File: src/rtl/rv32v_pkg.sv
// Shared scalar/vector core constants: data width, register file geometry
// and the fixed writeback-producer indices used by the X-file arbiter.
package rv32v_pkg;

    localparam int XLEN    = 32;
    localparam int NREG    = 32;
    localparam int REG_AW  = 5;
    localparam int NUM_SRC = 3;

    localparam int SRC_ALU = 0;
    localparam int SRC_LSU = 1;
    localparam int SRC_VMV = 2;

endpackage

File: src/rtl/x_wb_arbiter_rr.sv
// Round-robin arbiter: N requests in, one-hot grant out.
// Ports: clk, rst_n, req[N] requests, adv advance pointer, gnt[N] grant.
module rr_arbiter #(
    parameter int N = 3
) (
    input  logic         clk,
    input  logic         rst_n,
    input  logic [N-1:0] req,
    input  logic         adv,
    output logic [N-1:0] gnt
);

    localparam int LW = (N > 1) ? $clog2(N) : 1;

    logic [LW-1:0] last;
    logic [LW-1:0] nxt;

    // Search starts one past the last winner so that winner goes last.
    always_comb begin : pick
        int   idx;
        logic found;
        idx   = 0;
        found = 1'b0;
        gnt   = '0;
        nxt   = last;
        for (int i = 1; i <= N; i++) begin
            idx = (int'(last) + i) % N;
            if (!found && req[idx]) begin
                found    = 1'b1;
                gnt[idx] = 1'b1;
                nxt      = LW'(idx);
            end
        end
    end

    always_ff @(posedge clk or negedge rst_n) begin
        if (!rst_n) begin
            last <= LW'(N - 1);
        end else if (adv) begin
            last <= nxt;
        end
    end

endmodule

File: src/rtl/x_wb_arbiter.sv
// X register file writeback arbiter: round-robin grant of NUM_SRC producers
// into one registered write port, plus a pending-write busy scoreboard.
// Ports: src_valid/src_ready/src_rd/src_data producer side; iss_valid/iss_rd
// issue-side scoreboard set; busy per-register pending; reg_w/rd/w_data file.
module x_wb_arbiter
    import rv32v_pkg::*;
#(
    parameter int NUM_SRC = rv32v_pkg::NUM_SRC,
    parameter int XLEN    = rv32v_pkg::XLEN,
    parameter int NREG    = rv32v_pkg::NREG
) (
    input  logic                     clk,
    input  logic                     rst_n,
    input  logic [NUM_SRC-1:0]       src_valid,
    output logic [NUM_SRC-1:0]       src_ready,
    input  logic [NUM_SRC*REG_AW-1:0] src_rd,
    input  logic [NUM_SRC*XLEN-1:0]  src_data,
    input  logic                     iss_valid,
    input  logic [REG_AW-1:0]        iss_rd,
    output logic [NREG-1:0]          busy,
    output logic                     reg_w,
    output logic [REG_AW-1:0]        rd,
    output logic [XLEN-1:0]          w_data
);

    logic [NUM_SRC-1:0] gnt;
    logic               hs;
    logic [REG_AW-1:0]  sel_rd;
    logic [XLEN-1:0]    sel_data;
    logic               sel_wr;
    logic [NREG-1:0]    busy_nxt;

    rr_arbiter #(.N(NUM_SRC)) u_rr (
        .clk   (clk),
        .rst_n (rst_n),
        .req   (src_valid),
        .adv   (hs),
        .gnt   (gnt)
    );

    assign src_ready = gnt;
    assign hs        = |(src_valid & gnt);

    always_comb begin
        sel_rd   = '0;
        sel_data = '0;
        for (int i = 0; i < NUM_SRC; i++) begin
            if (gnt[i]) begin
                sel_rd   = src_rd[REG_AW*i +: REG_AW];
                sel_data = src_data[XLEN*i +: XLEN];
            end
        end
    end

    // x0 writebacks complete the handshake but never reach the file.
    assign sel_wr = hs && (sel_rd != '0);

    always_ff @(posedge clk or negedge rst_n) begin
        if (!rst_n) begin
            reg_w  <= 1'b0;
            rd     <= '0;
            w_data <= '0;
        end else begin
            reg_w <= sel_wr;
            if (sel_wr) begin
                rd     <= sel_rd;
                w_data <= sel_data;
            end
        end
    end

    // Clear first, then set, so a same-edge issue keeps the bit.
    always_comb begin
        busy_nxt = busy;
        if (reg_w) begin
            busy_nxt[rd] = 1'b0;
        end
        if (iss_valid && (iss_rd != '0)) begin
            busy_nxt[iss_rd] = 1'b1;
        end
        busy_nxt[0] = 1'b0;
    end

    always_ff @(posedge clk or negedge rst_n) begin
        if (!rst_n) begin
            busy <= '0;
        end else begin
            busy <= busy_nxt;
        end
    end

endmodule
File: config.mk
export PLATFORM = sky130hd
export DESIGN_NAME = x_wb_arbiter
export DESIGN_NICKNAME = d
export VERILOG_FILES = /design/src/rtl/rv32v_pkg.sv /design/src/rtl/x_wb_arbiter_rr.sv /design/src/rtl/x_wb_arbiter.sv
export SDC_FILE = /design/constraint.sdc
export NUM_CORES = 1
export LEC_CHECK = 0
export ABC_AREA = 1
export BUFFER_PORTS_ARGS = -buffer_cell sky130_fd_sc_hd__buf_2
export CORE_MARGIN = 2
export CORE_UTILIZATION = 47
export CTS_CLUSTER_SIZE = 25
export DETAILED_ROUTE_END_ITERATION = 7
export GPL_ROUTABILITY_DRIVEN = 0
export PLACE_DENSITY = 0.81
export SYNTH_ARGS = -nofsm -noshare
export SYNTH_HDL_FRONTEND = slang
export SYNTH_SLANG_ARGS = --single-unit
File: constraint.sdc
create_clock -name clk -period 3.3 [get_ports clk]
set_input_delay 0.495 -clock clk [delete_from_list [all_inputs] [get_ports clk]]
set_output_delay 0.495 -clock clk [all_outputs]
set_load 0.1 [all_outputs]
==> impl_metrics.toml <==
[logic_synthesis]
muxShareOfSynthArea_pct = 0
yosysUniqueCellTypes = 27
synth_compound_area_share_pct = 18.1
syn_avg_cell_area_um2 = 7.27
synth_xor_area_share_pct = 0
synth_top_family_by_area = "simple AND/OR/NAND/NOR gates"
synthCells = 545
synth_nets = 671
ys_warn_count = 0
synth_simple_gate_area_share_pct = 28.5
ys_ff_latch = 71
synth-adder-area-share_pct = 1.26
synth_area_um2 = 3960
ys_seq_area_share_pct = 44.9

[floorplan]
die_h_um = 95.8
io_pins = 195
rows = 33
initial_core_util_pct = 48.5
die_area_um2 = 9180
die_w_um = 95.8
core_area_um2 = 8180

[finish]
n_antenna_cell = 0
most-common-layout-cells = "buf_2, nand2_1, nand3_1"
area_growth_pct = 32.2
drive_gt1_share_pct = 31.5
fin_cells = 838
fillers = 734
multi_input_area_um2 = 1910
layout_commonest_cell = "buf_2"
layout.nets = 854
final_area_um2 = 5240
seqCellArea_um2 = 1780

[global_route]
gr-total-overflow = 0
grt_usage_pct = 26.2
antenna_found_initial = 0
grt_pass1_vias = 4025
grt_max_degree = 39
grt_pass1_wl_um = 18700

[place]
numPortBuffers = 193
place_hpwl_um = 9220
preCtsSetupSlack_ns = 0.125
placedCellCount = 822
placed_cell_area_um2 = 4980

[timing]
setup_viol = 0
fin_setup_tns_ns = 0
relSlewSlack_pct = 41.8
setup_ws_ns = 0.185
hold_viol_final = 0
tightestPinTransition_ns = 0.873
fin_skew_ns = 0.00759
drv_slew = 0
finalCritPeriodShare_pct = 94.4
fmax_mhz = 321
fin_crit_ns = 3.11
rsz0062_at_grt = "false"

[routing]
post_drt_wl_per_cell_um = 14.7
viasPerCell = 5.41
dr_total_vias = 4536
wl_um = 12400
drtIter0Drc = 295
drcViolationCount = 0
first_pass_iters = 5
drtAntennaViolNets = 0

[clock_network]
cts_tree = "built"
cts_setup_buffers = 0
clk_pin_slew_worst_paths_ns = 0.08
worst_skew_pair.late_latency_ns = 0.34
clock-root-buffer = "clkbuf_8"
clock_sinks = 71
cts_made_buffers = 9
cts_max_level = 3
clock_path_buffers = 2

[worst_setup_path]
critPathCaptureType = "output port"
setup.worst_path.start_class = "flop"
worstPathMaxFanout = 20
worstPathArrival_ns = 2.62
critPathKind = "flop to output port"
cp.required_ns = 2.80

[min_path]
hp-class = "input pin to async pin"

[run_status]
status = "completed"

[run]
cap_violations = 0
## stage by stage
step                      hold WS (ns)  util, %
after floorplan                  0.199        -
after global placement           0.450     61.0
after detailed placement         0.453     61.0
after CTS                        0.288     64.0
after global routing             0.321     64.1
final                            0.265     64.1
## worst paths after layout
check / startpoint / to / slack [ns] / depth (start not counted)
max in group asynchronous: rst_n / u_rr.last[1] / 2.28 / 2
worst max-delay path: u_rr.last[0] / src_ready[1] / 0.19 / 9
min in group clk: w_data[22] / w_data[22] / 0.47 / 2
worst min register to register: w_data[22] / w_data[22] / 0.47 / 2
worst max register to register: u_rr.last[0] / w_data[30] / 0.32 / 16
worst min-delay path: rst_n / busy[7] / 0.27 / 1
## cell usage after synthesis, drive strengths merged
master	count	share of area (%)
a21boi	1	0.19
a21oi	70	8.8
buf	18	3.0
clkbuf	10	0.95
conb	1	0.095
dfrtp	70	44
dfstp	1	0.66
ha	4	1.3
inv	34	3.2
nand2	144	14
nand3	73	9.5
nor2	43	4.3
nor3	2	0.25
o211ai	1	0.19
o21ai	68	8.6
o21bai	1	0.28
or2	4	0.63
## per-layer routing
layer | routed length (um) | track usage (%) | vias to the layer above | part of all wire, %
met4 | 299 | 10.8 | 0 | 2.4
met5 | 0 | 0 | - | 0
met1 | 4760 | 32.3 | 2067 | 39
met2 | 6160 | 45.0 | 264 | 50
met3 | 1130 | 5.09 | 30 | 9.1
li1 | - | - | 2175 | -
## flip-flops by register name, indices dropped and copies added (netlist names)
name	cells
busy	31
w_data	32
reg_w	1
rd	5
u_rr.last	2
## final cells by class
type                            instances  area share, %
Clock buffer                           10           2.63
Multi-Input combinational cell        412           36.5
Timing Repair Buffer                  200           20.0
Sequential cell                        71           33.9
Clock inverter                          6           2.05
Inverter                               34           2.44
Tap cell                              105           2.51
## kinds of logic (layout without fill, tap and decap cells)
| logic type | after synthesis | count (layout) |
|---|---|---|
| fa+ha+maj | 4 | 4 |
| buf+inv | 62 | 250 |
| other cells | 1 | 1 |
| flops | 71 | 71 |
| simple gates | 266 | 266 |
| compound gates | 141 | 141 |
## critical path, stage by stage (launching register included)
cell	delay, ns
dfrtp_1	0.38
inv_1	0.09
ha_2	0.41
inv_2	0.08
nand3_1	0.12
nand3_2	0.12
nor2_4	0.17
nand3_1	0.12
nand2_2	0.35
clkbuf_4	0.43
## repair_timing
action / CTS / global route
endpoints found under the setup margin: 0 / 36
gates resized for setup: 0 / 3
hold buffers: 0 / 0
Power is left out: the tool's default activity adds up to more than one toggle a clock period on the data nets, which glitch-free logic cannot reach.
